<file path="src/rtl/nes_pkg.sv">
// Shared definitions for the NES controller reader: button bit positions
// within the shifted-in byte and the frame sequencer state type.
package nes_pkg;

  localparam int unsigned NUM_BTNS   = 8;

  localparam int unsigned BTN_A      = 0;
  localparam int unsigned BTN_B      = 1;
  localparam int unsigned BTN_SELECT = 2;
  localparam int unsigned BTN_START  = 3;
  localparam int unsigned BTN_UP     = 4;
  localparam int unsigned BTN_DOWN   = 5;
  localparam int unsigned BTN_LEFT   = 6;
  localparam int unsigned BTN_RIGHT  = 7;

  typedef enum logic [2:0] {
    ST_IDLE,
    ST_LATCH,
    ST_CLK_HI,
    ST_CLK_LO,
    ST_DONE
  } nes_state_e;

endpackage

</file>
<file path="src/rtl/tick_divider.sv">
// Free-running protocol tick generator: one-cycle tick every DIV enabled cycles.
// While en is low the count freezes, shifting the tick phase by those cycles.
module tick_divider #(
  parameter int unsigned DIV = 56
) (
  input  logic clk,
  input  logic rst_n,
  input  logic en,
  output logic tick
);

  localparam int unsigned CW = (DIV > 1) ? $clog2(DIV) : 1;

  logic [CW-1:0] cnt_q;
  logic [CW-1:0] cnt_d;
  logic          at_top;

  always_comb begin
    at_top = (cnt_q == CW'(DIV - 1));
    cnt_d  = cnt_q;
    if (en) begin
      cnt_d = at_top ? '0 : cnt_q + 1'b1;
    end
  end

  assign tick = en & at_top;

  always_ff @(posedge clk or negedge rst_n) begin
    if (!rst_n) begin
      cnt_q <= '0;
    end else begin
      cnt_q <= cnt_d;
    end
  end

endmodule

</file>
<file path="src/rtl/nes_pad_reader.sv">
// NES controller reader: periodically latches the pad, shifts in eight button
// bits and publishes them, plus a filtered D-pad, with a one-cycle valid strobe.
module nes_pad_reader
  import nes_pkg::*;
#(
  parameter int unsigned TICK_DIV    = 56,
  parameter int unsigned LATCH_TICKS = 11,
  parameter int unsigned POLL_TICKS  = 14880
) (
  input  logic       inputclk,
  input  logic       reset_b,
  input  logic       data,
  output logic       clklatch,
  output logic       clkout,
  output logic [7:0] buttons,
  output logic       up,
  output logic       down,
  output logic       left,
  output logic       right,
  output logic       valid
);

  localparam int unsigned CNT_MAX = (POLL_TICKS > LATCH_TICKS) ? POLL_TICKS : LATCH_TICKS;
  localparam int unsigned CNT_W   = (CNT_MAX > 1) ? $clog2(CNT_MAX) : 1;

  nes_state_e state_q, state_d;

  logic [CNT_W-1:0]    poll_q, poll_d;
  logic [2:0]          bit_q, bit_d;
  logic [NUM_BTNS-1:0] shift_q, shift_d;
  logic [NUM_BTNS-1:0] buttons_q, buttons_d;
  logic                sync1_q, sync2_q;
  logic                clklatch_q, clklatch_d;
  logic                clkout_q, clkout_d;
  logic                up_q, up_d;
  logic                down_q, down_d;
  logic                left_q, left_d;
  logic                right_q, right_d;
  logic                valid_q, valid_d;
  logic                tick;
  logic                tick_en;

  // Freezing the divider during DONE makes that cycle add to the frame period.
  assign tick_en = (state_q != ST_DONE);

  tick_divider #(
    .DIV (TICK_DIV)
  ) u_tick_divider (
    .clk   (inputclk),
    .rst_n (reset_b),
    .en    (tick_en),
    .tick  (tick)
  );

  always_comb begin
    state_d   = state_q;
    poll_d    = poll_q;
    bit_d     = bit_q;
    shift_d   = shift_q;
    buttons_d = buttons_q;
    up_d      = up_q;
    down_d    = down_q;
    left_d    = left_q;
    right_d   = right_q;
    valid_d   = 1'b0;

    unique case (state_q)
      ST_IDLE: begin
        if (tick) begin
          if (poll_q == CNT_W'(POLL_TICKS - 1)) begin
            poll_d  = '0;
            state_d = ST_LATCH;
          end else begin
            poll_d = poll_q + 1'b1;
          end
        end
      end
      ST_LATCH: begin
        // poll counter doubles as the latch-width counter
        if (tick) begin
          if (poll_q == CNT_W'(LATCH_TICKS - 1)) begin
            poll_d     = '0;
            shift_d[0] = ~sync2_q;
            bit_d      = 3'd1;
            state_d    = ST_CLK_HI;
          end else begin
            poll_d = poll_q + 1'b1;
          end
        end
      end
      ST_CLK_HI: begin
        if (tick) begin
          state_d = ST_CLK_LO;
        end
      end
      ST_CLK_LO: begin
        if (tick) begin
          shift_d[bit_q] = ~sync2_q;
          if (bit_q == 3'd7) begin
            bit_d   = '0;
            state_d = ST_DONE;
          end else begin
            bit_d   = bit_q + 3'd1;
            state_d = ST_CLK_HI;
          end
        end
      end
      ST_DONE: begin
        buttons_d = shift_q;
        up_d      = shift_q[BTN_UP]    & ~shift_q[BTN_DOWN];
        down_d    = shift_q[BTN_DOWN]  & ~shift_q[BTN_UP];
        left_d    = shift_q[BTN_LEFT]  & ~shift_q[BTN_RIGHT];
        right_d   = shift_q[BTN_RIGHT] & ~shift_q[BTN_LEFT];
        valid_d   = 1'b1;
        state_d   = ST_IDLE;
      end
      default: begin
        state_d = ST_IDLE;
      end
    endcase

    clklatch_d = (state_d == ST_LATCH);
    clkout_d   = (state_d == ST_CLK_HI);
  end

  always_ff @(posedge inputclk or negedge reset_b) begin
    if (!reset_b) begin
      state_q    <= ST_IDLE;
      poll_q     <= '0;
      bit_q      <= '0;
      shift_q    <= '0;
      buttons_q  <= '0;
      sync1_q    <= 1'b1;
      sync2_q    <= 1'b1;
      clklatch_q <= 1'b0;
      clkout_q   <= 1'b0;
      up_q       <= 1'b0;
      down_q     <= 1'b0;
      left_q     <= 1'b0;
      right_q    <= 1'b0;
      valid_q    <= 1'b0;
    end else begin
      state_q    <= state_d;
      poll_q     <= poll_d;
      bit_q      <= bit_d;
      shift_q    <= shift_d;
      buttons_q  <= buttons_d;
      sync1_q    <= data;
      sync2_q    <= sync1_q;
      clklatch_q <= clklatch_d;
      clkout_q   <= clkout_d;
      up_q       <= up_d;
      down_q     <= down_d;
      left_q     <= left_d;
      right_q    <= right_d;
      valid_q    <= valid_d;
    end
  end

  assign clklatch = clklatch_q;
  assign clkout   = clkout_q;
  assign buttons  = buttons_q;
  assign up       = up_q;
  assign down     = down_q;
  assign left     = left_q;
  assign right    = right_q;
  assign valid    = valid_q;

endmodule

</file>
<file path="config.mk">
export PLATFORM = sky130hd
export DESIGN_NAME = nes_pad_reader
export DESIGN_NICKNAME = d
export VERILOG_FILES = /design/src/rtl/nes_pkg.sv /design/src/rtl/tick_divider.sv /design/src/rtl/nes_pad_reader.sv
export SDC_FILE = /design/constraint.sdc
export NUM_CORES = 1
export LEC_CHECK = 0
export CORE_MARGIN = 5
export CORE_UTILIZATION = 40
export DETAILED_ROUTE_END_ITERATION = 10
export PLACE_DENSITY_LB_ADDON = 0.1
export SYNTH_ARGS = -nofsm -noshare
export SYNTH_HDL_FRONTEND = slang
export SYNTH_SLANG_ARGS = --single-unit
</file>
<file path="constraint.sdc">
create_clock -name inputclk -period 2 [get_ports inputclk]
set_clock_uncertainty 0.1 [all_clocks]
set_input_delay 0.3 -clock inputclk [delete_from_list [all_inputs] [get_ports inputclk]]
set_output_delay 0.3 -clock inputclk [all_outputs]
set_load 0.05 [all_outputs]
</file>
# Word level (Yosys, flattened, before mapping)
# Cells that the tools add are included.
dict set report totals {
  output_inout_bits 15
  ff_bits 51
}
dict set report op_classes {
  eq_ne 15
  order_cmp 2
  mux 27
  addsub 3
  n_reduce_logical 7
  bitwise 10
}
# operator count
set ops {}
lappend ops {{$mux 14} 4}
lappend ops {{$mux 3} 11}
lappend ops {{$pmux 14 s2} 1}
lappend ops {{$add 14x1->14 const B} 1}
lappend ops {{$eq 14x14->1 const B} 1}
lappend ops {{$eq 14x4->1 const B} 1}
lappend ops {{$pmux 3 s4} 1}
lappend ops {{$eq 3x2->1 const B} 3}
lappend ops {{$bwmux 8} 1}
lappend ops {{$ne 2x2->1 const B} 4}
lappend ops {{$add 6x1->6 const B} 1}
lappend ops {{$eq 3x1->1 const B} 2}
lappend ops {{$eq 3x3->1 const B} 2}
lappend ops {{$eq 6x6->1 const B} 1}
lappend ops {{$mux 6} 1}
lappend ops {{$pmux 3 s2} 1}
lappend ops {{$and 1x1->1} 5}
lappend ops {{$mux 1} 5}
lappend ops {{$not 1->1} 5}
lappend ops {{$lt 3x4->1 const B} 1}
lappend ops {{$reduce_and 4->1} 1}
lappend ops {{$reduce_bool 2->1} 2}
lappend ops {{$add 3x1->3 const B} 1}
lappend ops {{$demux 1 s3} 1}
lappend ops {{7 further kinds} 7}

# Logic depth before layout (Yosys ltp)
# Gate-level depths: netlist of run 1.
dict set report depth {
  depth_word 7
  ltp_mapped 7
  mapped_depth_nobuf 6
}

# By module
# From an unflattened synthesis of run 1, not the netlist that was laid out.
dict set report hier_totals {
  cells_unflattened 241
  hier_area_um2 2457.4
}
# module seq_area_each_um2 area_per_inst_um2 instances cells_per_inst
set modules_own_cells {}
lappend modules_own_cells {nes_pad_reader 1128.6 2152.1 1 211}
lappend modules_own_cells {tick_divider 150.1 305.3 1 30}

# Least setup slack after synthesis of run 1
# OpenSTA, ideal clock, no wires.
dict set report synth_timing {
  path_type {input to register}
  from {input port u_tick_divider.cnt_q[0]}
  to {register poll_q[13]}
  n_path_buf 1
  stages 7
  t_required_ns 1.823
  arrival_time_ns 1.643
  slack_ns 0.179
  path_cell_list {dfrtp_1 -> ha_1 -> buf_4 -> nor3b_2 -> nand4_2 -> or4_1 -> a21oi_1}
}
dict set report synth_via {
  elab_chain_cells 4
}
# item line_no
set synth_rtl {}
lappend synth_rtl {{start: declaration} tick_divider.sv:14} ;# logic [CW-1:0] cnt_q;
lappend synth_rtl {{$eq 6x6->1 (*)} tick_divider.sv:19} ;# at_top = (cnt_q == CW'(DIV - 1));
lappend synth_rtl {{$and 1x1->1 (*)} tick_divider.sv:26} ;# assign tick = en & at_top;
lappend synth_rtl {{$ne 2x2->1 (no line)} -}
lappend synth_rtl {{$reduce_and 3->1 (no line) (*)} -}
lappend synth_rtl {{end signal: assignment} nes_pad_reader.sv:144} ;# poll_q <= poll_d;
lappend synth_rtl {{end: declaration} nes_pad_reader.sv:28} ;# logic [CNT_W-1:0] poll_q, poll_d;
# Mark *: on every way between the ends. The rest lies on a longest branch, timed or not.
# A chain may end at the register's enable or synchronous reset.

# Worst setup path in the final report of run 1
dict set report layout_timing {
  from {input port buttons[0]}
  to {output port buttons[0]}
}
# item line_no
set layout_rtl {}
lappend layout_rtl {{start: declaration} nes_pad_reader.sv:15} ;# output logic [7:0] buttons,
# No word-level cell between the ends.

==> summary.txt, run 1 <==
Logic synthesis
  • Post-synthesis cell type count: 54
  • Cell taking the most area after synthesis: dfrtp_1
  • Yosys warning count: 0
  • Avg Cell Area, Syn: 10.1 um^2
  • Share of synthesized area occupied by flip-flops and latches: 0.515
  • Number of enable flip-flop cells after synthesis: 0
  • Gate count after technology mapping: 247
  • Seq cells post-synth: 51
  • Net count after synthesis: 255
  • Combined area of all synthesized cells: 2480 um^2
  • Post-synthesis async set-or-reset flop share: 1.00
  • Main area contributors after synthesis: dfrtp_1, nand2_1, o21ai_0
  • Share of the synthesized area in the top cell type: 0.494
  • Top FF cell, synth: dfrtp_1

Placement
  • DPL Wire Length: 3.54 mm
  • Cell area after placement: 2790 um^2
  • Placed insts: 340
  • Worst setup slack before clock tree synthesis: 0.129 ns
  • Input/output buffers: 17
  • Routability cong.: 0.775

Outcome
  • Run status: finished clean

Clock network
  • TritonCTS clock tree: yes
  • CTS Buf Count: 5
  • H-tree Lvls: 2
  • Setup repair bufs after CTS: 0
  • Max clock buf depth: 2
  • Source-to-sink clock delay at the later pin of the worst-skew pair: 0.31 ns
  • Clock tree sinks: 51
  • Clock root buffer: clkbuf_8
  • CTS clk-pin slew, worst paths: 0.11 ns

STA
  • Setup TNS Final: 0 ns
  • Slew of the pin with the lowest slew margin: 0.505 ns
  • Setup-violating endpoint count in the final report: 0
  • Worst Slack Setup Final: 0.113 ns
  • Max-slew headroom: 0.663
  • Clock period minus worst slack: 1.89 ns
  • Unrepaired setup endpoints after global routing: false
  • Hold violation count in the final report: 0
  • FMAX: 0.530 GHz
  • Tightest hold margin: 0.262 ns
  • Final cycle utilization of the critical path: 0.944
  • Number of slew-limit violations in the final report: 0

Critical path
  • Crit path max-delay cell type: clkdlybuf4s50_1
  • Max Fanout on Critical Path: 2
  • Arr. time, crit path: 1.49 ns
  • Crit-path cells: clkdlybuf4s50_1
  • Count of buffering cells on the critical path with inverters included: 1
  • Critical path launch point type: flip-flop
  • CP Class: flip-flop to primary output
  • Sort of element at the end of the critical path: primary output
  • Worst EP required: 1.60 ns
  • Cell class contributing the biggest share of worst-path delay: buffers and inverters
  • Maximum single-stage delay on the critical path: 0.80 ns

GRT
  • Number of global-route vias before repair: 1730
  • Initial antenna violation count: 0
  • First-pass GRT wire length: 8.32 mm
  • Overall Global Routing Usage: 0.135
  • Total gr overflow: 0
  • Maximum number of pins on one net before global-route repair: 28

Power
  • IR Drop Worst-Case VDD: 0.342 mV
  • Power density normalized to cell area: 586 nW/um^2
  • Power Total: 1.70 mW
  • Leakage power summed over all cells: 1.28 nW

Hold path
  • Hold crit path type: flip-flop to flip-flop

Floorplan
  • Starting density of the core: 0.415
  • Area of the die: 7880 um^2
  • Die span in x: 88.8 um
  • Vertical die dimension: 88.8 um
  • I/O pins: 18
  • FP Rows: 28
  • Area inside the core boundary: 5990 um^2

Routing
  • Number of optimization iterations in the first detailed-route pass: 4
  • Wire length after detailed routing: 4.82 mm
  • DRC violation total after the first TritonRoute iteration: 66
  • Vias: 1836
  • Number of antenna-violating nets in the routed design: 0
  • Vias per cell: 5.26
  • Count of unresolved DRC violations after routing: 0
  • Final routed wire length divided by cell count: 13.8 um

Cells and area
  • Area of all placed cells without fillers: 2890 um^2
  • Fraction of final layout cells with drive strength greater than 1: 0.124
  • Final Core Density: 0.483
  • Post-route insts no fill: 349
  • Filler Cell Count: 571
  • Final-stage net count: 281
  • Synth-to-layout area growth: 16.5%
  • Total inserted antenna cells: 0

Job
  • Maximum capacitance violations: 0
[per-layer routing]
layer / vias up / share of wire / global-route usage
li1: 932 / - / -
met1: 882 / 0.54 / 0.197
met2: 18 / 0.43 / 0.196
met3: 4 / 0.028 / 0.0326
met4: 0 / 0.0081 / 0.0412
met5: - / 0 / 0
[path summary, 6_finish.rpt]
check                             end                     from  slack (ns)  depth (start not counted)
min in group asynchronous  poll_q[13]                  reset_b        0.32                          2
setup / recovery           buttons[0]               buttons[0]        0.11                          1
hold reg to reg               sync2_q                  sync1_q        0.26                          0
max in group asynchronous     sync1_q                  reset_b        0.93                          3
setup reg to reg            poll_q[9]  u_tick_divider.cnt_q[0]        0.12                          6
hold / removal                sync2_q                  sync1_q        0.26                          0
[Yosys cell counts, types with 5 or more instances]
master	number
nor3_1	8
inv_1	10
o21ai_0	15
or3_1	6
nand2_1	43
ha_1	5
mux2i_1	6
dfrtp_1	49
nor2_1	7
clkbuf_1	5
a21oi_1	9
o31ai_1	9
nand4_1	8
nand3_1	8
[power breakdown]
part           switching (mW)  leakage (nW)  internal [mW]
logic                  0.0205         0.539        0.00902
clock network           0.373        0.0491          0.258
registers             0.00263         0.691           1.03
total                   0.396          1.28           1.30
[kinds of logic (layout without fill, tap and decap cells)]
logic type      count (synthesis)  count (layout)  share of synthesized area
simple gates                  109             109                      0.250
flops                          51              51                      0.515
compound gates                 48              48                      0.125
buf+inv                        22              49                     0.0393
xor+xnor                        6               6                     0.0212
mux                             6               6                     0.0242
fa+ha+maj                       5               5                     0.0252
[layout by cell type (no fill, tap or decap), types with 3 or more instances in the layout]
cell	n
or3_1	6
inv_1	10
o21ai_0	15
mux2i_1	6
clkdlybuf4s50_1	16
nand2_1	43
clkbuf_8	5
nand2b_1	4
o31ai_1	9
nor2_1	7
a21oi_1	9
xor2_1	4
o211ai_1	3
nor3_1	8
nand3_1	8
ha_1	5
or4_1	3
buf_4	11
nand4_1	8
dfrtp_1	49
[layout make-up]
type                            count  area [um^2]  share of cell area
Sequential cell                    51         1280               0.442
Multi-Input combinational cell    174         1110               0.383
Timing Repair Buffer               30          278              0.0960
Tap cell                           75         93.8              0.0324
Clock buffer                        5         68.8              0.0238
Inverter                           11         41.3              0.0143
Clock inverter                      3         26.3             0.00908
[registers in the layout (all words and copies together), names as in the netlist, 3 cells and up]
name	flops
poll_q	14
state_q	3
buttons	8
shift_q	8
bit_q	3
u_tick_divider.cnt_q	6
[what timing repair did]
action,in CTS,in global routing
gates resized for setup,0,0
hold buffers,1,0
hold endpoints to repair,12,0
Note: power is estimated with default switching activity, not from simulation.
==> inputs of run 2 (changes only) <==
REMOVE_ABC_BUFFERS = 1   (was unset)
==> run 2 against run 1 <==
Compared with the run above: combinational power is 2% lower; first-iteration DRC count is 29% higher; count of clock-buffer cells in the layout is 1 higher; critical path depth stayed put; flip-flop and latch count stayed put; register-to-register slack hardly changed; total power is 0.87% lower; cell count is 0.29% higher; global-route usage is 0.54 points higher; die area stayed put; via count is 0.44% lower; sequential share of layout area stayed put; critical endpoint is now buttons[2]; largest cell class unchanged; highest routed layer unchanged.
==> summary.txt, run 2 (synthesized netlist as in run 1, its figures left out) <==
Critical path
  • Worst EP required: 1.60 ns (about the same)
  • Max Fanout on Critical Path: 2 (unchanged)
  • Crit-path cells: clkdlybuf4s50_1
  • CP Class: flip-flop to primary output
  • Startpoint of the worst register-to-register path: u_tick_divider.cnt_q[0]
  • Cell class contributing the biggest share of worst-path delay: buffers and inverters
  • Crit path max-delay cell type: clkdlybuf4s50_1
  • Sort of element at the end of the critical path: primary output
  • R2R depth: 5 (-1)
  • Count of buffering cells on the critical path with inverters included: 1 (unchanged)
  • Worst reg-to-reg setup slack: 0.11 ns (about the same)
  • Maximum single-stage delay on the critical path: 0.81 ns (about the same)
  • Critical path launch point type: flip-flop
  • Critical register-to-register path endpoint: poll_q[12]
  • Arr. time, crit path: 1.50 ns (about the same)

Power
  • IR Drop Worst-Case VDD: 0.332 mV (-2.9%)
  • Internal power consumption: 1.29 mW (-0.86%)
  • Power density normalized to cell area: 581 nW/um^2 (-0.87%)
  • NetSw: 0.392 mW (-0.88%)
  • Part of the total power dissipated in sequential elements: 0.616 (+0.005)
  • Leakage power summed over all cells: 1.28 nW (about the same)
  • Power Total: 1.68 mW (-0.87%)
  • Switching Fraction: 0.233 (about the same)
  • Combinational fraction of design power: 0.017 (about the same)
  • Clock network fraction of total power: 0.367 (-0.005)

Clock network
  • Setup repair bufs after CTS: 0 (unchanged)
  • TritonCTS clock tree: yes
  • Source-to-sink clock delay at the later pin of the worst-skew pair: 0.32 ns (about the same)
  • CTS clk-pin slew, worst paths: 0.10 ns (about the same)
  • H-tree Lvls: 2 (unchanged)
  • Max clock buf depth: 2 (unchanged)
  • Clock tree sinks: 51 (unchanged)
  • Clock root buffer: clkbuf_8
  • CTS Buf Count: 5 (unchanged)

Routing
  • DRC violation total after the first TritonRoute iteration: 85 (+29%)
  • Vias: 1828 (-0.44%)
  • Vias per cell: 5.22 (-0.72%)
  • Final routed wire length divided by cell count: 14.3 um (+3.3%)
  • Wire length after detailed routing: 5.00 mm (+3.6%)
  • Number of optimization iterations in the first detailed-route pass: 4 (unchanged)
  • Number of antenna-violating nets in the routed design: 0 (unchanged)
  • Count of unresolved DRC violations after routing: 0 (unchanged)

Hold path
  • Number of instances on the worst hold path: 0 (unchanged)
  • Destination of the worst hold path: sync2_q
  • Hold crit path type: flip-flop to flip-flop
  • Hold Startpoint: sync1_q

Cells and area
  • Reg with most FFs: poll_q
  • Max reg flops: 14 (unchanged)
  • Final-stage net count: 282 (+0.36%)
  • Fraction of final layout cells with drive strength greater than 1: 0.127 (+0.00319)
  • Total inserted antenna cells: 0 (unchanged)
  • Filler Cell Count: 568 (-0.53%)
  • Commonest cells after routing, fill and taps aside: dfrtp_1, nand2_1, clkdlybuf4s50_1
  • Leading cell type in the layout, fill and taps excluded: dfrtp_1
  • Synth-to-layout area growth: 16.5% (unchanged)

Placement
  • Worst setup slack before clock tree synthesis: 0.104 ns (-0.0246 ns)
  • Input/output buffers: 17 (unchanged)
  • Routability cong.: 0.775 (+0.10%)
  • DPL Wire Length: 3.48 mm (-1.7%)

GRT
  • Total gr overflow: 0 (unchanged)
  • Maximum number of pins on one net before global-route repair: 34 (+21%)
  • Number of global-route vias before repair: 1748 (+1.0%)
  • Overall Global Routing Usage: 0.140 (+0.00545)
  • Initial antenna violation count: 0 (unchanged)
  • First-pass GRT wire length: 8.45 mm (+1.5%)

STA
  • Clock period minus worst slack: 1.90 ns (+0.00864 ns)
  • Number of slew-limit violations in the final report: 0 (unchanged)
  • Setup TNS Final: 0 ns (unchanged)
  • Worst Slack Setup Final: 0.104 ns (-0.00864 ns)
  • Unrepaired setup endpoints after global routing: false
  • Slew of the pin with the lowest slew margin: 0.496 ns (-0.00885 ns)
  • Setup-violating endpoint count in the final report: 0 (unchanged)
  • Hold violation count in the final report: 0 (unchanged)
  • FMAX: 0.527 GHz (-0.46%)
  • Final cycle utilization of the critical path: 0.948 (+0.00432)
  • Max-slew headroom: 0.668 (+0.00592)

Floorplan
  • Die span in x: 88.8 um (unchanged)
  • Vertical die dimension: 88.8 um (unchanged)
  • Starting density of the core: 0.415 (unchanged)
  • FP Rows: 28 (unchanged)
  • Area inside the core boundary: 5990 um^2 (unchanged)
  • Area of the die: 7880 um^2 (unchanged)
  • I/O pins: 18 (unchanged)

Outcome
  • Run status: finished clean

Job
  • Maximum capacitance violations: 0 (unchanged)
run 2: cell types whose count changed in the layout (fill, tap and decap cells not counted):
cell,before,now
inv_6,2,0
clkbuf_1,0,1
clkinv_2,0,1
and4b_1,1,0
and4b_2,0,1
buf_4,11,12
run 2: power by group through the flow:
stage | Sequential [mW] | Clock, mW | Combinational (mW)
CTS | 1.04 | 0.641 | 0.0321
global route | 1.04 | 0.686 | 0.0347
detailed placement | 1.06 | 0 | 0.0305
global placement | 1.06 | 0 | 0.0298
floorplan | 1.06 | 0 | 0.000178
finish | 1.04 | 0.617 | 0.0289
run 2: layout make-up:
cell class	count	area, um^2	area share
Tap cell	75	93.8	0.0324
Clock buffer	6	72.6	0.0251
Inverter	11	41.3	0.0143
Sequential cell	51	1280	0.442
Multi-Input combinational cell	174	1110	0.383
Timing Repair Buffer	31	285	0.0986
Clock inverter	2	13.8	0.00476
run 2: per-layer routing:
layer	up-vias	global-route usage	routed length, um
li1	937	-	-
met1	862	0.207	2710
met2	23	0.192	2090
met3	6	0.0372	144
met4	0	0.0577	62
met5	-	0	0
run 2: stage by stage:
stage                      util  cell area, um^2  hold slack [ns]  std cells
after global routing      0.483             2890            0.264        350
after global placement    0.467             2800            0.185        341
after detailed placement  0.467             2800            0.193        341
after CTS                 0.483             2890            0.262        350
after floorplan               -             2430          -0.0956        236
final                     0.483             2890            0.262        350
run 2: worst max-delay path by stage:
| stage | start | endpoint | slack (ns) | cells after the start |
|---|---|---|---|---|
| after floorplan | u_tick_divider.cnt_q[0] | poll_q[12] | 0.006 | 5 |
| after global placement | poll_q[0] | poll_q[11] | 0.14 | 6 |
| after detailed placement | u_tick_divider.cnt_q[3] | clkout | 0.10 | 4 |
| after CTS | u_tick_divider.cnt_q[3] | clkout | 0.07 | 4 |
| after global routing | u_tick_divider.cnt_q[1] | poll_q[13] | 0.008 | 5 |
| final | buttons[2] | buttons[2] | 0.10 | 1 |
run 2: timing repair:
| action | CTS | global route |
|---|---|---|
| resized for setup | 0 | 1 |
| hold buffers | 1 | 0 |
| setup endpoints to repair | 0 | 4 |
| endpoints found under the hold margin | 16 | 0 |
==> inputs of run 3 (changes only) <==
MAX_ROUTING_LAYER = met4   (was unset)
==> run 3 against run 2 <==
Compared with the run above: highest routed layer unchanged; combinational power about the same; core utilization unchanged; first-iteration DRC count decreased by 12%; cell area unchanged; critical path depth unchanged.
==> summary.txt, run 3 (synthesized netlist as in run 1, its figures left out) <==
Critical path
  • Critical path launch point type: flip-flop
  • Max Fanout on Critical Path: 2 (unchanged)
  • Worst EP required: 1.60 ns (about the same)
  • CP Class: flip-flop to primary output
  • Crit path max-delay cell type: clkdlybuf4s50_1
  • Arr. time, crit path: 1.49 ns (about the same)
  • Crit-path cells: clkdlybuf4s50_1
  • Count of buffering cells on the critical path with inverters included: 1 (unchanged)
  • Maximum single-stage delay on the critical path: 0.81 ns (about the same)
  • Sort of element at the end of the critical path: primary output
  • Cell class contributing the biggest share of worst-path delay: buffers and inverters
  • Worst reg-to-reg setup slack: 0.12 ns (about the same)

Outcome
  • Run status: finished clean

Power
  • IR Drop Worst-Case VDD: 0.327 mV (-1.6%)
  • Leakage power summed over all cells: 1.28 nW (unchanged)
  • Power density normalized to cell area: 579 nW/um^2 (-0.46%)

Cells and area
  • Commonest cells after routing, fill and taps aside: dfrtp_1, nand2_1, clkdlybuf4s50_1
  • Area of all placed cells without fillers: 2890 um^2 (unchanged)
  • Total inserted antenna cells: 0 (unchanged)
  • Post-route insts no fill: 350 (unchanged)
  • Final Core Density: 0.483 (unchanged)
  • Filler Cell Count: 568 (unchanged)
  • Leading cell type in the layout, fill and taps excluded: dfrtp_1
  • Max reg flops: 14 (unchanged)
  • Combined flip-flop and latch cell area: 1280 um^2 (unchanged)
  • Total area of multi-input combinational cells: 1110 um^2 (unchanged)
  • Synth-to-layout area growth: 16.5% (unchanged)
  • Fraction of final layout cells with drive strength greater than 1: 0.127 (unchanged)
  • Reg with most FFs: poll_q
  • Final-stage net count: 282 (unchanged)

Job
  • Maximum capacitance violations: 0 (unchanged)

Floorplan
  • Area of the die: 7880 um^2 (unchanged)
  • Area inside the core boundary: 5990 um^2 (unchanged)
  • FP Rows: 28 (unchanged)
  • Starting density of the core: 0.415 (unchanged)
  • Die span in x: 88.8 um (unchanged)
  • I/O pins: 18 (unchanged)
  • Vertical die dimension: 88.8 um (unchanged)

GRT
  • Number of global-route vias before repair: 1749 (+0.057%)
  • Overall Global Routing Usage: 0.144 (+0.00412)
  • First-pass GRT wire length: 8.43 mm (-0.17%)
  • Initial antenna violation count: 0 (unchanged)
  • Maximum number of pins on one net before global-route repair: 34 (unchanged)
  • Total gr overflow: 0 (unchanged)

STA
  • Unrepaired setup endpoints after global routing: false
  • Final cycle utilization of the critical path: 0.946 (-0.00240)
  • Max-slew headroom: 0.668 (-0.000680)
  • Clock period minus worst slack: 1.89 ns (-0.00481 ns)
  • Setup-violating endpoint count in the final report: 0 (unchanged)
  • Number of slew-limit violations in the final report: 0 (unchanged)
  • Slew of the pin with the lowest slew margin: 0.497 ns (+0.00102 ns)
  • Worst Slack Setup Final: 0.109 ns (+0.00481 ns)
  • Setup TNS Final: 0 ns (unchanged)
  • Hold violation count in the final report: 0 (unchanged)
  • FMAX: 0.529 GHz (+0.25%)

Placement
  • Routability cong.: 0.786 (+1.4%)
  • Input/output buffers: 17 (unchanged)
  • DPL Wire Length: 3.48 mm (unchanged)
  • Placed insts: 341 (unchanged)
  • Cell area after placement: 2800 um^2 (unchanged)
  • Worst setup slack before clock tree synthesis: 0.104 ns (unchanged)

Clock network
  • Clock root buffer: clkbuf_8
  • CTS Buf Count: 5 (unchanged)
  • Source-to-sink clock delay at the later pin of the worst-skew pair: 0.32 ns (about the same)
  • H-tree Lvls: 2 (unchanged)
  • CTS clk-pin slew, worst paths: 0.10 ns (about the same)
  • Max clock buf depth: 2 (unchanged)
  • Clock tree sinks: 51 (unchanged)
  • TritonCTS clock tree: yes

Routing
  • Vias per cell: 5.24 (+0.33%)
  • Vias: 1834 (+0.33%)
  • Number of optimization iterations in the first detailed-route pass: 4 (unchanged)
  • Wire length after detailed routing: 4.97 mm (-0.56%)
  • Final routed wire length divided by cell count: 14.2 um (-0.56%)
  • DRC violation total after the first TritonRoute iteration: 75 (-12%)
  • Count of unresolved DRC violations after routing: 0 (unchanged)
  • Number of antenna-violating nets in the routed design: 0 (unchanged)

Hold path
  • Hold crit path type: flip-flop to flip-flop
==> run 3: cell counts in the layout (fill, tap and decap cells not counted) <==
No cell type changed its count.
==> run 3: path summary, 6_finish.rpt <==
| kind | start | end | depth (start not counted) |
|---|---|---|---|
| max | buttons[2] | buttons[2] | 1 |
| min | sync1_q | sync2_q | 0 |
| max reg2reg | u_tick_divider.cnt_q[0] | poll_q[12] | 5 |
| min reg2reg | sync1_q | sync2_q | 0 |
| max in group asynchronous | reset_b | shift_q[0] | 3 |
| min in group asynchronous | reset_b | poll_q[11] | 2 |
==> run 3: repair_timing <==
action	4_1_cts	5_1_grt
resized for setup	0	1
hold buffers	1	0
endpoints found under the hold margin	16	0
setup endpoints to repair	0	4
setup buffers	0	0
==> run 3: stage by stage <==
stage / power (mW) / hold WS [ns]
3_5_place_dp: 1.09 / 0.193
2_1_floorplan: 1.06 / -0.0956
4_1_cts: 1.71 / 0.262
3_3_place_gp: 1.09 / 0.185
5_1_grt: 1.76 / 0.264
6_report: 1.67 / 0.262
==> run 3: area by class of cell <==
cell class,count,share of cell area
multi-input cells,174,0.383
clock inverters,2,0.00476
flip-flops and latches,51,0.442
clock buffers,6,0.0251
well taps,75,0.0324
repair buffers,31,0.0986
inverters,11,0.0143
==> run 3: report_power, final <==
group	internal (mW)	leakage, nW	switching, mW
logic	0.00776	0.543	0.0212
registers	1.03	0.691	0.00257
clock network	0.248	0.0452	0.361
total	1.29	1.28	0.385
==> run 3: metal layers <==
| layer | wire (um) | track usage | vias up | part of all wire |
|---|---|---|---|---|
| li1 | - | - | 940 | - |
| met1 | 2650 | 0.205 | 865 | 0.53 |
| met2 | 2120 | 0.194 | 23 | 0.43 |
| met3 | 144 | 0.0372 | 6 | 0.029 |
| met4 | 62 | 0.0577 | 0 | 0.012 |
| met5 | 0 | - | - | 0 |
==> patch 1: new RTL, flow settings as in run 3 <==
Change the parameter `POLL_TICKS` from 14880 to 3720.
--- a/src/rtl/nes_pad_reader.sv
+++ b/src/rtl/nes_pad_reader.sv
@@ -5,7 +5,7 @@
 #(
   parameter int unsigned TICK_DIV    = 56,
   parameter int unsigned LATCH_TICKS = 11,
-  parameter int unsigned POLL_TICKS  = 14880
+  parameter int unsigned POLL_TICKS  = 3720
 ) (
   input  logic       inputclk,
   input  logic       reset_b,
Behaviour: no difference found for any inputs over 10 cycles, from zero or initial values and one cycle with reset_b low; that may be too few to reach the edited logic, so the function may still have changed.
==> patch 1 against run 3 <==
The flow now finishes with violations (hold timing). Worst setup slack improved by 18 ps. Sequential cell count down 2. Power decreased by 2.0%. Non-clock buffer count increased by 9. Combinational power is 21% lower. Critical endpoint is now buttons[3]. Design area is 0.43% lower. Area after synthesis shrank 4.0%. Utilization is 0.94 points higher. Routed wire length is 4.8% higher. Largest power group unchanged.
==> patch 1: results (changes against run 3) <==
| Metric | Value |
|---|---|
| Distinct cell type count after synthesis | 51 (-5.6%) |
| Register area share after synthesis | 51.5% (+0.062 points) |
| Final hold slack | -14.7 ps (-276 ps) |
| Routed vias/inst | 5.30 (+1.1%) |
| Met3 wire length | 219 microns (+52%) |
| Global placement routability congestion | 0.817 (+3.9%) |
| Final hold vios | 29 (+29) |
| M3 GR Usage | 3.22% (-0.51 points) |
| Largest register FFs | 12 (-2) |
| Post-DP HPWL | 3.70 mm (+6.3%) |
| Fill count | 555 (-2.3%) |
| Port buffer count | 17 (unchanged) |
| Top Family by Delay on Critical Path | buffers and inverters |
| Commonest cells in the netlist | 47 x dfrtp_1, 47 x nand2_1, 16 x o21ai_0, 12 x inv_1, 12 x nand3_1 |
| Post-Route WL | 5.21 mm (+4.8%) |
| Fin nets | 290 (+2.8%) |
| DR WL met2 | 2.19 mm (+3.4%) |
| Total GRT Usage | 15.7% (+1.3 points) |
| Drt first-iter violations | 153 (+100%) |
| CTS-repair resized insts | 0 (unchanged) |
| Layout cell share with drive strength beyond 1 | 15.5% (+2.8 points) |
| Status | complete, but fails checks |
| Pin count of the biggest net entering global routing | 50 (+47%) |
| Leakage power | 1.28 nW (about the same) |
| Maximum vdd drop | 0.276 mV (-16%) |
| Hold Crit Class | in2async |
| Met1 wire length | 2.77 mm (+4.8%) |
| Met1 usage | 23.0% (+2.5 points) |
| First-pass GRT wire length | 9.09 mm (+7.8%) |
| Met2 Use GR | 21.9% (+2.5 points) |
| Postcts setup bufs | 0 (unchanged) |
| Synth area leaders | dfrtp_1 49%, nand2_1 7.4%, o21ai_0 3.4%, nand4_1 2.9%, ha_1 2.6% |
| Violated checks | hold timing |
| Max-slew headroom | 58.8% (-7.9 points) |
| Clock Path Buffers | 2 (unchanged) |
| CP arrival | 1470 ps (-20 ps) |
| Vias in the first global route | 1,878 (+7.4%) |
| DP Worst Slack | 120 ps (+15.7 ps) |
==> patch 1: metrics by stage <==
stage	std cells	total power, mW	setup TNS, ps	cell area (sq um)	hold slack, ps
finish	358	1.64	0	2880	-14.7
global route	358	1.71	-0.595	2880	43.0
CTS	358	1.67	0	2860	7.29
detailed placement	350	1.04	0	2770	254
global placement	350	1.04	0	2770	248
floorplan	235	1.02	0	2340	-95.6
==> patch 1: logic make-up (layout without fill, tap and decap cells) <==
group,after synthesis,count (layout),share of synthesized area [%]
adders and majority gates,5,5,2.62
AOI/OAI and AO/OA,44,44,11.9
and+or+nand+nor,115,115,26.4
DFF,49,49,51.5
buffers and inverters,22,61,4.04
muxes,4,4,1.68
xor gates and xnor gates,5,5,1.84
==> patch 1: final timing paths <==
path / slack [ps] / start / cells after the start / endpoint
worst max-delay path: 130 / buttons[3] / 1 / buttons[3]
worst max register to register: 150 / u_tick_divider.cnt_q[0] / 6 / poll_q[11]
worst min-delay path: -10 / reset_b / 2 / valid
max in group asynchronous: 1400 / reset_b / 2 / state_q[2]
min in group inputclk: 270 / sync1_q / 0 / sync2_q
worst min register to register: 270 / sync1_q / 0 / sync2_q
==> patch 1: worst reg2reg max path: stages (launching register included) <==
cell	delay, ps
dfrtp_1	360
ha_1	160
and4b_2	310
buf_4	170
nand3_1	90
or4_1	510
nand3_1	100
==> patch 1: power by group <==
group	internal, mW	switching [mW]	total [mW]	leakage, nW
Combinational	0.00385	0.0191	0.0229	0.573
Clock	0.255	0.367	0.622	0.0423
Sequential	0.994	0.00307	0.997	0.664
==> patch 1: area by class of cell <==
type	count	area, sq um	share of cell area (%)
multi-input combinational	173	1080	37.4
timing repair buffer	40	338	11.7
clock inverter	3	26.3	0.912
clock buffer	5	68.8	2.39
inverter	13	48.8	1.69
tap	75	93.8	3.26
sequential	49	1230	42.6
==> patch 2: new RTL, flow settings as in run 3 <==
Made on the original files. Remove the register `valid_q`: a continuous assignment takes its place, so the output `valid` follows one clock earlier.
--- a/src/rtl/nes_pad_reader.sv
+++ b/src/rtl/nes_pad_reader.sv
@@ -138,7 +138,6 @@
       down_q     <= 1'b0;
       left_q     <= 1'b0;
       right_q    <= 1'b0;
-      valid_q    <= 1'b0;
     end else begin
       state_q    <= state_d;
       poll_q     <= poll_d;
@@ -153,9 +152,10 @@
       down_q     <= down_d;
       left_q     <= left_d;
       right_q    <= right_d;
-      valid_q    <= valid_d;
     end
   end
+
+  assign valid_q = valid_d;
 
   assign clklatch = clklatch_q;
   assign clkout   = clkout_q;
Check against the original RTL: same outputs for any inputs over 10 cycles, from zero or initial values and one cycle with reset_b low; that may be too few to reach the edited logic, so the function may still have changed.
==> patch 2 against run 3 <==
Utilization increased by 1.0 points. Area after synthesis decreased by 1.0%. Power increased by 6.6%. Hold slack improved by 1.1 ps. Worst setup slack got worse by 63 ps. Routed wire length decreased by 3.3%. Sequential cell count decreased by 1. Critical path type unchanged. Largest power group unchanged. Count of clock-buffer cells in the layout decreased by 1. Combinational power decreased by 4%. Design area increased by 1.5%.
==> patch 2: results (changes against run 3) <==
| Metric | Value |
|---|---|
| Maximum vdd drop | 0.392 mV (+20%) |
| Pin count of the biggest net entering global routing | 31 (-8.8%) |
| Port buffer count | 17 (unchanged) |
| Synth area leaders | dfrtp_1 49%, nand2_1 6.6%, o21ai_0 3.1%, o31ai_1 2.7%, ha_1 2.5% |
| 1st-pass router iterations | 4 (unchanged) |
| Fill count | 561 (-1.2%) |
| Max-slew headroom | 66.3% (-0.47 points) |
| Commonest cells in the netlist | 48 x dfrtp_1, 43 x nand2_1, 15 x o21ai_0, 10 x inv_1 |
| Distinct cell type count after synthesis | 54 (unchanged) |
| Critical path fanouts, max | 9 (+7) |
| Leakage power | 1.29 nW (+0.87%) |
| Clk_lat worst skew | roughly 310 ps |
| Routed WL per cell | 13.7 microns (-3.6%) |
| Logic pwr share | 1.5% (-0.2 points) |
| Global placement routability congestion | 0.753 (-4.2%) |
| Post-DP HPWL | 3.48 mm (-0.12%) |
| Ys async rst share | 100% (unchanged) |
| Cell internal pwr | 1.40 mW (+8.8%) |
| CP arrival | 1550 ps (+60 ps) |
| Synth warn | 0 (unchanged) |
| Clock transition at path regs | 90 ps |
| Antenna cells | 0 (unchanged) |
| CTS-repair resized insts | 1 (+1) |
| Highest metal used | met4 |
| Max power group | registers |
| H-tree depth | 2 (unchanged) |
| Root Driver | clkbuf_8 |
| Largest register FFs | 14 (unchanged) |
| Clock network power | 0.740 mW (+22%) |
| CTS buffer count | 5 (unchanged) |
| Pwr Total | 1.78 mW (+6.6%) |
| Clock Path Buffers | 2 (unchanged) |
| Postcts setup bufs | 0 (unchanged) |
| First-pass GRT wire length | 8.51 mm (+0.98%) |
| Post-route ant nets | 0 (unchanged) |
| Drt first-iter violations | 79 (+5.3%) |
| Layout cell share with drive strength beyond 1 | 14.5% (+1.8 points) |
| Fin nets | 283 (+0.35%) |
| Initial antenna violation count | 0 (unchanged) |
| Met3 wire length | 164 microns (+14%) |
| Hold_buf cts | 1 (unchanged) |
| Status | finished clean |
| Vias in the first global route | 1,753 (+0.23%) |
| Met1 wire length | 2.56 mm (-3.4%) |
| Hold Crit Class | reg2reg |
| Total GRT Usage | 14.3% (-0.11 points) |
| Register area share after synthesis | 51.0% (-0.49 points) |
| Routed vias/inst | 5.16 (-1.5%) |
| DR WL met2 | 2.04 mm (-3.7%) |
| Most flop-heavy register | poll_q |
==> patch 2: changes by cell type after synthesis <==
cell / before / now
dfrtp_1: 49 / 48
==> patch 2: area by class of cell <==
class	count	share of cell area [%]
clock inverters	3	1.62
repair buffers	33	10.7
inverters	11	1.53
flip-flops and latches	50	42.7
well taps	75	3.19
multi-input cells	174	37.9
clock buffers	5	2.34
==> patch 2: worst max-delay path, stage by stage, from the launching register on <==
cell and delay [ps]:
dfrtp_1 460, or3b_1 430, clkinvlp_4 180, buf_6 180
==> patch 2: logic make-up after synthesis <==
logic type	synth area share [%]
flops	51.0
mux	2.44
simple gates	25.3
xor+xnor	2.14
buf+inv	3.97
compound gates	12.6
fa+ha+maj	2.54
==> patch 2: worst paths after layout <==
check                      startpoint          to  slack [ps]  cells past startpoint
max in group asynchronous     reset_b     sync2_q         820                      3
min in group asynchronous     reset_b  poll_q[11]         390                      2
min                           sync1_q     sync2_q         260                      0
max reg2reg                 poll_q[1]      clkout         130                      5
min reg2reg                   sync1_q     sync2_q         260                      0
max                        state_q[1]       valid          50                      3
==> patch 2: per-layer routing <==
metal  global-route usage, %  vias to the layer above
li1                        -                      949
met1                    21.0                      835
met2                    19.7                       23
met3                    2.89                        5
met4                    4.53                        0
met5                       -                        -
==> patch 2: metrics by stage <==
step | cell area (sq um) | TNS, ps | cells | setup WS (ps) | hold slack [ps]
floorplan | 2400 | -458 | 235 | -95.4 | -95.6
global placement | 2780 | 0 | 340 | 161 | 207
detailed placement | 2780 | 0 | 340 | 124 | 195
CTS | 2910 | 0 | 349 | 32.1 | 264
global route | 2940 | -10.5 | 351 | -10.5 | 266
finish | 2940 | 0 | 351 | 45.8 | 263
